===== src/rtl/button_conditioner_if.sv =====
// Button bundle between the raw push-button pins and the mode FSM / adjust counters.
// The conditioner uses the slave side; the consumer (or a bench) uses the master side.
interface button_conditioner_if #(
    parameter int N_BTN = 3
);
    logic [N_BTN-1:0] btn_raw;
    logic [N_BTN-1:0] level;
    logic [N_BTN-1:0] pulse;
    logic [N_BTN-1:0] held;

    modport master (output btn_raw, input level, pulse, held);
    modport slave  (input btn_raw, output level, pulse, held);
endinterface


===== src/rtl/button_conditioner.sv =====
// Per-button synchroniser, debouncer, press strobe and optional auto-repeat.
// Auto-repeat is built only when BUTTON_AUTO_REPEAT_EN is defined.
//
// state     | meaning
// IDLE      | button released and stable
// PRESS_DEB | synchronised input high, counting toward an accepted press
// DOWN      | press accepted, level high, waiting for release or repeat delay
// REPEAT    | auto-repeat phase, pulse every REP_PERIOD cycles, held high
// REL_DEB   | synchronised input low, counting toward an accepted release
module button_conditioner #(
    parameter int               N_BTN      = 3,
    parameter int               DEB_CYCLES = 16,
    parameter int               REP_DELAY  = 500,
    parameter int               REP_PERIOD = 100,
    parameter logic [N_BTN-1:0] REP_MASK   = 3'b110,
    parameter int               CNT_W      = 16
) (
    input  logic                 clk,
    input  logic                 rst,
    button_conditioner_if.slave  bus
);

    typedef enum logic [2:0] {
        IDLE      = 3'd0,
        PRESS_DEB = 3'd1,
        DOWN      = 3'd2,
        REPEAT    = 3'd3,
        REL_DEB   = 3'd4
    } state_t;

`ifdef BUTTON_AUTO_REPEAT_EN
    localparam bit REPEAT_ON = 1'b1;
`else
    localparam bit REPEAT_ON = 1'b0;
`endif

    localparam logic [N_BTN-1:0] REP_EN  = REP_MASK & {N_BTN{REPEAT_ON}};
    localparam logic [CNT_W-1:0] CNT_ONE = CNT_W'(1);
    localparam logic [CNT_W-1:0] CNT_MAX = '1;
    localparam logic [CNT_W-1:0] DEB_C   = CNT_W'(DEB_CYCLES);
    localparam logic [CNT_W-1:0] DLY_C   = CNT_W'(REP_DELAY);
    localparam logic [CNT_W-1:0] PER_C   = CNT_W'(REP_PERIOD);

    localparam int MAX_A   = (DEB_CYCLES > REP_DELAY) ? DEB_CYCLES : REP_DELAY;
    localparam int MAX_CNT = (MAX_A > REP_PERIOD) ? MAX_A : REP_PERIOD;

    if (longint'(MAX_CNT) >= (longint'(1) << CNT_W)) begin : g_cfg_err
        $error("button_conditioner: CNT_W=%0d cannot hold count %0d", CNT_W, MAX_CNT);
    end

    logic [N_BTN-1:0] sync_a;
    logic [N_BTN-1:0] sync_s;

    always_ff @(posedge clk or negedge rst) begin
        if (!rst) begin
            sync_a <= '0;
            sync_s <= '0;
        end else begin
            sync_a <= bus.btn_raw;
            sync_s <= sync_a;
        end
    end

    for (genvar i = 0; i < N_BTN; i++) begin : g_btn
        state_t           state, state_n;
        logic [CNT_W-1:0] cnt, cnt_n, cnt_inc;
        logic             level_q, level_n;
        logic             pulse_q, pulse_n;
        logic             held_q, held_n;

        // saturating increment so a long hold in DOWN never wraps back into a repeat
        assign cnt_inc = (cnt == CNT_MAX) ? cnt : cnt + CNT_ONE;

        always_ff @(posedge clk or negedge rst) begin
            if (!rst) begin
                state   <= IDLE;
                cnt     <= '0;
                level_q <= 1'b0;
                pulse_q <= 1'b0;
                held_q  <= 1'b0;
            end else begin
                state   <= state_n;
                cnt     <= cnt_n;
                level_q <= level_n;
                pulse_q <= pulse_n;
                held_q  <= held_n;
            end
        end

        always_comb begin
            state_n = state;
            cnt_n   = cnt_inc;
            level_n = level_q;
            pulse_n = 1'b0;
            held_n  = held_q;
            case (state)
                IDLE: begin
                    cnt_n = '0;
                    if (sync_s[i]) begin
                        if (CNT_ONE >= DEB_C) begin
                            state_n = DOWN;
                            level_n = 1'b1;
                            pulse_n = 1'b1;
                        end else begin
                            state_n = PRESS_DEB;
                            cnt_n   = CNT_ONE;
                        end
                    end
                end
                PRESS_DEB: begin
                    if (!sync_s[i]) begin
                        state_n = IDLE;
                        cnt_n   = '0;
                    end else if (cnt_inc >= DEB_C) begin
                        state_n = DOWN;
                        level_n = 1'b1;
                        pulse_n = 1'b1;
                        cnt_n   = '0;
                    end
                end
                DOWN: begin
                    if (!sync_s[i]) begin
                        state_n = REL_DEB;
                        cnt_n   = CNT_ONE;
                    end else if (REP_EN[i] && (cnt_inc >= DLY_C)) begin
                        state_n = REPEAT;
                        pulse_n = 1'b1;
                        held_n  = 1'b1;
                        cnt_n   = '0;
                    end
                end
                REPEAT: begin
                    if (!sync_s[i]) begin
                        state_n = REL_DEB;
                        cnt_n   = CNT_ONE;
                        held_n  = 1'b0;
                    end else if (cnt_inc >= PER_C) begin
                        pulse_n = 1'b1;
                        cnt_n   = '0;
                    end
                end
                REL_DEB: begin
                    if (sync_s[i]) begin
                        state_n = DOWN;
                        cnt_n   = '0;
                    end else if (cnt_inc >= DEB_C) begin
                        state_n = IDLE;
                        level_n = 1'b0;
                        cnt_n   = '0;
                    end
                end
                default: begin
                    state_n = IDLE;
                    cnt_n   = '0;
                    level_n = 1'b0;
                    held_n  = 1'b0;
                end
            endcase
        end

        assign bus.level[i] = level_q;
        assign bus.pulse[i] = pulse_q;
        assign bus.held[i]  = held_q;
    end

endmodule


===== src/flat_wrapper.sv =====
// flat-port wrapper written by rule: the top's interface ports become plain ports
module button_conditioner_flat 
#(
    parameter int               N_BTN      = 3,
    parameter int               DEB_CYCLES = 16,
    parameter int               REP_DELAY  = 500,
    parameter int               REP_PERIOD = 100,
    parameter logic [N_BTN-1:0] REP_MASK   = 3'b110,
    parameter int               CNT_W      = 16
)
  (clk, rst, bus_btn_raw, bus_level, bus_pulse, bus_held);
  button_conditioner_if #(.N_BTN(N_BTN)) bus_i ();
  input  logic clk;
  input  logic rst;
  input wire logic [$bits(bus_i.btn_raw)-1:0] bus_btn_raw;
  output wire logic [$bits(bus_i.level)-1:0] bus_level;
  output wire logic [$bits(bus_i.pulse)-1:0] bus_pulse;
  output wire logic [$bits(bus_i.held)-1:0] bus_held;
  assign bus_i.btn_raw = bus_btn_raw;
  assign bus_level = bus_i.level;
  assign bus_pulse = bus_i.pulse;
  assign bus_held = bus_i.held;
  button_conditioner #(.N_BTN(N_BTN), .DEB_CYCLES(DEB_CYCLES), .REP_DELAY(REP_DELAY), .REP_PERIOD(REP_PERIOD), .REP_MASK(REP_MASK), .CNT_W(CNT_W)) u_core (.clk(clk), .rst(rst), .bus(bus_i));
endmodule

===== config.mk =====
export PLATFORM = sky130hd
export DESIGN_NAME = button_conditioner_flat
export DESIGN_NICKNAME = d
export VERILOG_FILES = /design/src/rtl/button_conditioner_if.sv /design/src/rtl/button_conditioner.sv /design/src/flat_wrapper.sv
export SDC_FILE = /design/constraint.sdc
export NUM_CORES = 1
export LEC_CHECK = 0
export BUFFER_PORTS_ARGS = -buffer_cell sky130_fd_sc_hd__buf_2
export CORE_MARGIN = 3
export CORE_UTILIZATION = 60
export CTS_CLUSTER_DIAMETER = 100
export DETAILED_ROUTE_END_ITERATION = 6
export PLACE_DENSITY = 0.77
export SYNTH_ARGS = -nofsm -noshare
export SYNTH_HDL_FRONTEND = slang
export SYNTH_SLANG_ARGS = --single-unit
export TNS_END_PERCENT = 1

===== constraint.sdc =====
create_clock -name clk -period 6 [get_ports clk]
set_clock_uncertainty 0.2 [all_clocks]
set_input_delay 0.6 -clock clk [delete_from_list [all_inputs] [get_ports clk]]
set_output_delay 0.6 -clock clk [all_outputs]
set_load 0.005 [all_outputs]

After elaboration in Yosys (flattened, before gate mapping)
Cells that the tools add are included.
- input bits: 5
- register bits after elaboration: 72
- mux-type cells: 84
- bitwise gates (word level): 6
- equal/unequal tests: 42
- order comparisons: 6
- add/sub/neg operators: 3
- reduce and logical (&&, ||, !) cells: 21
- operators by type and width (operator ; number):
    2-to-1 mux 16 bit ; 21
    one-hot mux 16 bit (5 select lines) ; 3
    2-to-1 mux 3 bit ; 18
    adder 16 x 1 -> 16 bit, second input constant ; 3
    == test 16 bit, second input constant ; 3
    >= comparator 16 x 5 -> 1 bit, second input constant ; 3
    >= comparator 16 x 7 -> 1 bit, second input constant ; 3
    one-hot mux 3 bit (4 select lines) ; 3
    2-to-1 mux 1 bit ; 30
    inequality test 2 x 1 -> 1 bit, second input constant ; 12
    == test 3 x 2 -> 1 bit, second input constant ; 6
    inequality test 2 bit, second input constant ; 9
    AND reduction 5 bit ; 3
    one-hot mux 1 bit (2 select lines) ; 6
    AND reduction 4 bit ; 3
    OR reduction 4 bit ; 3
    == test 3 x 1 -> 1 bit, second input constant ; 3
    == test 3 bit, second input constant ; 3
    zero test 3 bit ; 3
    inequality test 3 x 1 -> 1 bit, second input constant ; 3
    inequality test 3 bit, second input constant ; 3
    one-hot mux 1 bit (3 select lines) ; 3
    OR reduction 3 bit ; 3
    NOT 1 bit ; 6
    other kinds (2) ; 6

Longest topological paths before layout
- word-level depth: 6
- depth in mapped cells: 12
- gate-level depth less buffers: 8

Worst setup path after synthesis
OpenSTA, ideal clock, no wires.
- path kind: flip-flop to flip-flop
- from: reg u_core.g_btn[1].cnt[0]
- to: reg u_core.g_btn[1].cnt[1]
- clock period less this slack: 2678 ps
- stages on the path, launching flop included: 9
- data arrival time: 2343 ps
- buffers on the path: 0
- data required time: 5665 ps
- slack: 3322 ps
- setup time: 135 ps
- cell sequence: dfrtp_1 > ha_1 > nand4_2 > nor4_4 > nor2_1 > xnor2_1 > o311a_1 > a221oi_2 > nor2_1
- longest elaborated chain between the ends: 6
- elaborated cells on any way between the ends: 12
- those cells by class: add/sub (1); order compare (2); eq/ne (1); mux (8)
- ends and longest elaborated chain (item ; RTL line ; RTL):
    from (decl) ; button_conditioner.sv:66 ; logic [CNT_W-1:0] cnt, cnt_n, cnt_inc;
    from (signal assigned) ; button_conditioner.sv:83 ; cnt <= cnt_n;
    adder 16 x 1 -> 16 bit / == test 16 bit (equally long branches) ; button_conditioner.sv:72 ; assign cnt_inc = (cnt == CNT_MAX) ? cnt : cnt + CNT_ONE;
    2-to-1 mux 16 bit * ; button_conditioner.sv:72 ;
    >= comparator 16 x 5 -> 1 bit / >= comparator 16 x 7 -> 1 bit (equally long branches) ; button_conditioner.sv:114, button_conditioner.sv:146, button_conditioner.sv:137 ;
    2-to-1 mux 16 bit, on equally long branches ; button_conditioner.sv:114, button_conditioner.sv:146, button_conditioner.sv:137 ;
    2-to-1 mux 16 bit, on equally long branches ; button_conditioner.sv:143, button_conditioner.sv:111, button_conditioner.sv:133 ;
    one-hot mux 16 bit (5 select lines) * ; button_conditioner.sv:96 ; case (state)
    named net u_core.g_btn[1].cnt_n[1] ; button_conditioner.sv:66 ;
Mark *: on every way through the listed nets, which the timed path passes. The rest lies on a longest branch.
A chain may end at the register's enable or synchronous reset.

Worst setup path after layout
- from: reg u_core.g_btn[0].cnt[0]
- to: reg u_core.g_btn[0].cnt[6]
- longest elaborated chain between the ends: 6
- elaborated cells on any way between the ends: 12
- those cells by class: add/sub (1); order compare (2); eq/ne (1); mux (8)
- ends and longest elaborated chain (item ; RTL line):
    from (decl) ; button_conditioner.sv:66
    from (signal assigned) ; button_conditioner.sv:83
    adder 16 x 1 -> 16 bit / == test 16 bit (equally long branches) ; button_conditioner.sv:72
    2-to-1 mux 16 bit * ; button_conditioner.sv:72
    >= comparator 16 x 5 -> 1 bit / >= comparator 16 x 7 -> 1 bit (equally long branches) ; button_conditioner.sv:114, button_conditioner.sv:146, button_conditioner.sv:137
    2-to-1 mux 16 bit, on equally long branches ; button_conditioner.sv:114, button_conditioner.sv:146, button_conditioner.sv:137
    2-to-1 mux 16 bit, on equally long branches ; button_conditioner.sv:143, button_conditioner.sv:111, button_conditioner.sv:133
    one-hot mux 16 bit (5 select lines) * ; button_conditioner.sv:96
    named net u_core.g_btn[0].cnt_n[6] ; button_conditioner.sv:66
Marked as above.

==> impl_metrics.yaml <==
run_status:
  status: "finished clean"
clocking:
  worstSkewPairLatency_ns: 0.34
  ctsLongestPathBuffers: 2
  hold_buffers: 0
  numCtsBuffers: 9
  cts_root_buffer: "clkbuf_8"
  htreeDepth: 3
  postCtsSetupBuffers: 0
  cts_tree: "built"
  cts-resized-gates: 0
  cts_sinks: 69
  clkTransAtPathRegs_ns: 0.07
placed_design:
  gpl.final_weighted_congestion: 0.878
  numPortBuffers: 10
  dp_hpwl_um: 6460
  dpl.cell_count: 593
drt:
  vias_per_cell: 6.21
  wl_um: 9240
  wl_per_cell_um: 15.2
  postRouteAntennaNets: 0
  firstDrtPassIters: 4
  drt_iter0_markers: 238
  num_vias: 3782
  drc: 0
yosys:
  synthCells: 520
  synth-edff-count: 0
  synth_async_sr_flop_share: 1.00
  avgSynthCellArea_um2: 8.75
  ys_types: 72
  syn-cell-area_um2: 4550
  ys_seq_elements: 69
  yosysWarnings: 0
  yosysSeqAreaShare: 0.380
  yosys_most_used_dff: "dfrtp_1"
timing:
  drv_slew: 0
  hold_viol_final: 0
  setup_viol: 0
  grt_setup_unrepaired: "false"
  worst_hold_slack_ns: 0.148
  fin_crit_sh: 0.610
  tightest_slew_ns: 0.933
  max_freq_mhz: 273
  finalSetupTns_ns: 0
  relSlewSlack: 0.377
  layout_min_cycle_time_ns: 3.66
layout:
  fillers: 650
  nets: 513
  seq_area_um2: 1730
  fin_cells: 609
  multi_input_area_um2: 2540
  diodes: 0
  synthToLayoutAreaGrowth_pct: 3.96
  drive_above_1_share: 0.0941
job:
  maxCapViolCount: 0
floorplanning:
  num_io_pins: 14
  die_h_um: 93.1
  core_area_um2: 7290
  die-width_um: 93.1
  floorplan.initialDensity: 0.624
  fp-row-count: 31
  die_area_um2: 8660
global_route:
  grt_use_met2: 0.373
  use_met1: 0.320
  use_met3: 0.0330
  grt_pass1_wl_um: 16500
  grt.busiest_layer: "met2"
  grt_pass1_vias: 3624
  grt_max_degree: 70
  grt-ovfl-total: 0
  antenna_found_initial: 0
  track_usage: 0.233
pwr:
  p_per_area_nw_per_um2: 194
  p_leak_uw: 0.00190
  vdd.ir_drop.worst_mv: 0.131
worst_setup_path:
  critPathRequiredTime_ns: 5.98
  startpoint: "u_core.g_btn[0].cnt[0]$_DFF_PN0_"
  crit_type: "reg2reg"
  reg2reg_to: "u_core.g_btn[0].cnt[6]$_DFF_PN0_"
  rrSetupSlack_ns: 2.34
  cp_max_fo: 14
  crit_path_end_kind: "flip-flop"
  reg2reg_depth: 8
  arrival_ns: 3.64
  slowest_stage: "a211oi_2"
  crit_path_frequent_cell: "nand4_1"
  start_kind: "flip-flop"
  crit_end: "u_core.g_btn[0].cnt[6]$_DFF_PN0_"
  slowest_delay_ns: 0.79
  cp_cell_sequence: "ha_1 > and4_1 > nand4_1 > nand4_1 > xnor2_1 > nor2_1 > a211oi_2 > nor3_1"
  r2r-start: "u_core.g_btn[0].cnt[0]$_DFF_PN0_"
min_path:
  min_path_type: "reg2reg"
  hold_depth: 0
==> routing by layer <==
metal | vias up | part of all wire
met5 | - | 0
met4 | 0 | 0.023
met3 | 20 | 0.024
met2 | 58 | 0.48
met1 | 1848 | 0.47
li1 | 1856 | -
==> flip-flops by register name, summed over array words and instances, names as in the netlist <==
signal and cells:
u_core.g_btn.cnt 48, u_core.g_btn.level_q 3, u_core.g_btn.pulse_q 3, u_core.g_btn.state 9, u_core.sync_a 3, u_core.sync_s 3
==> synth_stat cells (5+ instances only) <==
cell	n	area (µm²)
o21ai_0	23	115
o31ai_1	9	67.6
nor3_1	26	130
and3_1	8	50.1
nor2b_1	9	56.3
nand2b_1	7	43.8
a31oi_1	7	43.8
a211oi_1	5	37.5
xnor2_1	12	105
nand2_1	34	128
o311a_1	5	50.1
dfrtp_1	69	1730
xor2_1	10	87.6
inv_1	17	63.8
buf_2	18	90.1
clkbuf_1	8	30.0
and2_1	6	37.5
and4_1	9	78.8
nor2_1	70	263
nor4_1	8	50.1
mux2i_1	15	150
nand3_1	21	105
buf_4	9	67.6
a21oi_1	20	100
nand4_1	19	119
==> worst min-delay path by stage <==
stage                                          start                          endpoint  slack [ns]
after global routing                  bus_btn_raw[1]        u_core.sync_a[1]$_DFF_PN0_        0.14
after floorplan                                  rst  u_core.g_btn[0].cnt[0]$_DFF_PN0_        0.10
after global placement    u_core.sync_a[2]$_DFF_PN0_        u_core.sync_s[2]$_DFF_PN0_        0.13
after CTS                             bus_btn_raw[1]        u_core.sync_a[1]$_DFF_PN0_        0.15
final                     u_core.sync_a[2]$_DFF_PN0_        u_core.sync_s[2]$_DFF_PN0_        0.15
after detailed placement  u_core.sync_a[2]$_DFF_PN0_        u_core.sync_s[2]$_DFF_PN0_        0.14
==> worst max-delay path: cells and delay by family, from the launching register on <==
kind	cells	cell delay, ns
compound gates	1	0.79
simple gates	5	1.47
flops	1	0.44
xor+xnor	1	0.24
fa+ha+maj	1	0.36
==> metrics by stage <==
stage / util / cell area (µm²) / worst slack [ns] / power [µW]
global route: 0.648 / 4730 / 1.94 / 958
finish: 0.648 / 4730 / 2.34 / 919
detailed placement: 0.619 / 4520 / 2.32 / 531
CTS: 0.648 / 4730 / 2.31 / 931
floorplan: - / 4560 / 3.32 / 515
global placement: 0.619 / 4520 / 2.50 / 528
==> cells by family after synthesis <==
group / after synthesis / share of synthesized area
AO/OA/AOI/OAI: 108 / 0.175
other: 1 / 0.000825
XOR/XNOR: 22 / 0.0424
buffers and inverters: 56 / 0.0624
flip-flops: 69 / 0.380
adder cells (fa/ha/maj): 3 / 0.00825
multiplexers: 15 / 0.0330
AND/OR/NAND/NOR: 246 / 0.299
==> power breakdown <==
group	total (µW)	internal (µW)	switching (µW)
sequential	482	471	10.6
clock	399	226	173
combinational	38.8	14.1	24.6
total	919	711	208
==> cell usage in the layout, fill, tap and decap left out, types with 6 or more instances in the layout <==
cell,n
nor2_1,70
dfrtp_1,69
nand2_1,34
nor3_1,26
o21ai_0,23
nand3_1,21
a21oi_1,20
nand4_1,19
inv_1,17
mux2i_1,15
xnor2_1,12
clkbuf_8,12
xor2_1,10
buf_2,10
nor2b_1,9
o31ai_1,9
and4_1,9
nor4_1,8
and3_1,8
nand2b_1,7
a31oi_1,7
and2_1,6
==> layout make-up <==
class                           count  area share
Inverter                           17      0.0135
Sequential cell                    69       0.365
Timing Repair Buffer               11      0.0122
Clock buffer                       13      0.0357
Multi-Input combinational cell    397       0.538
Tap cell                           99      0.0262
Clock inverter                      3     0.00900
Note: power is estimated with default switching activity, not from simulation.
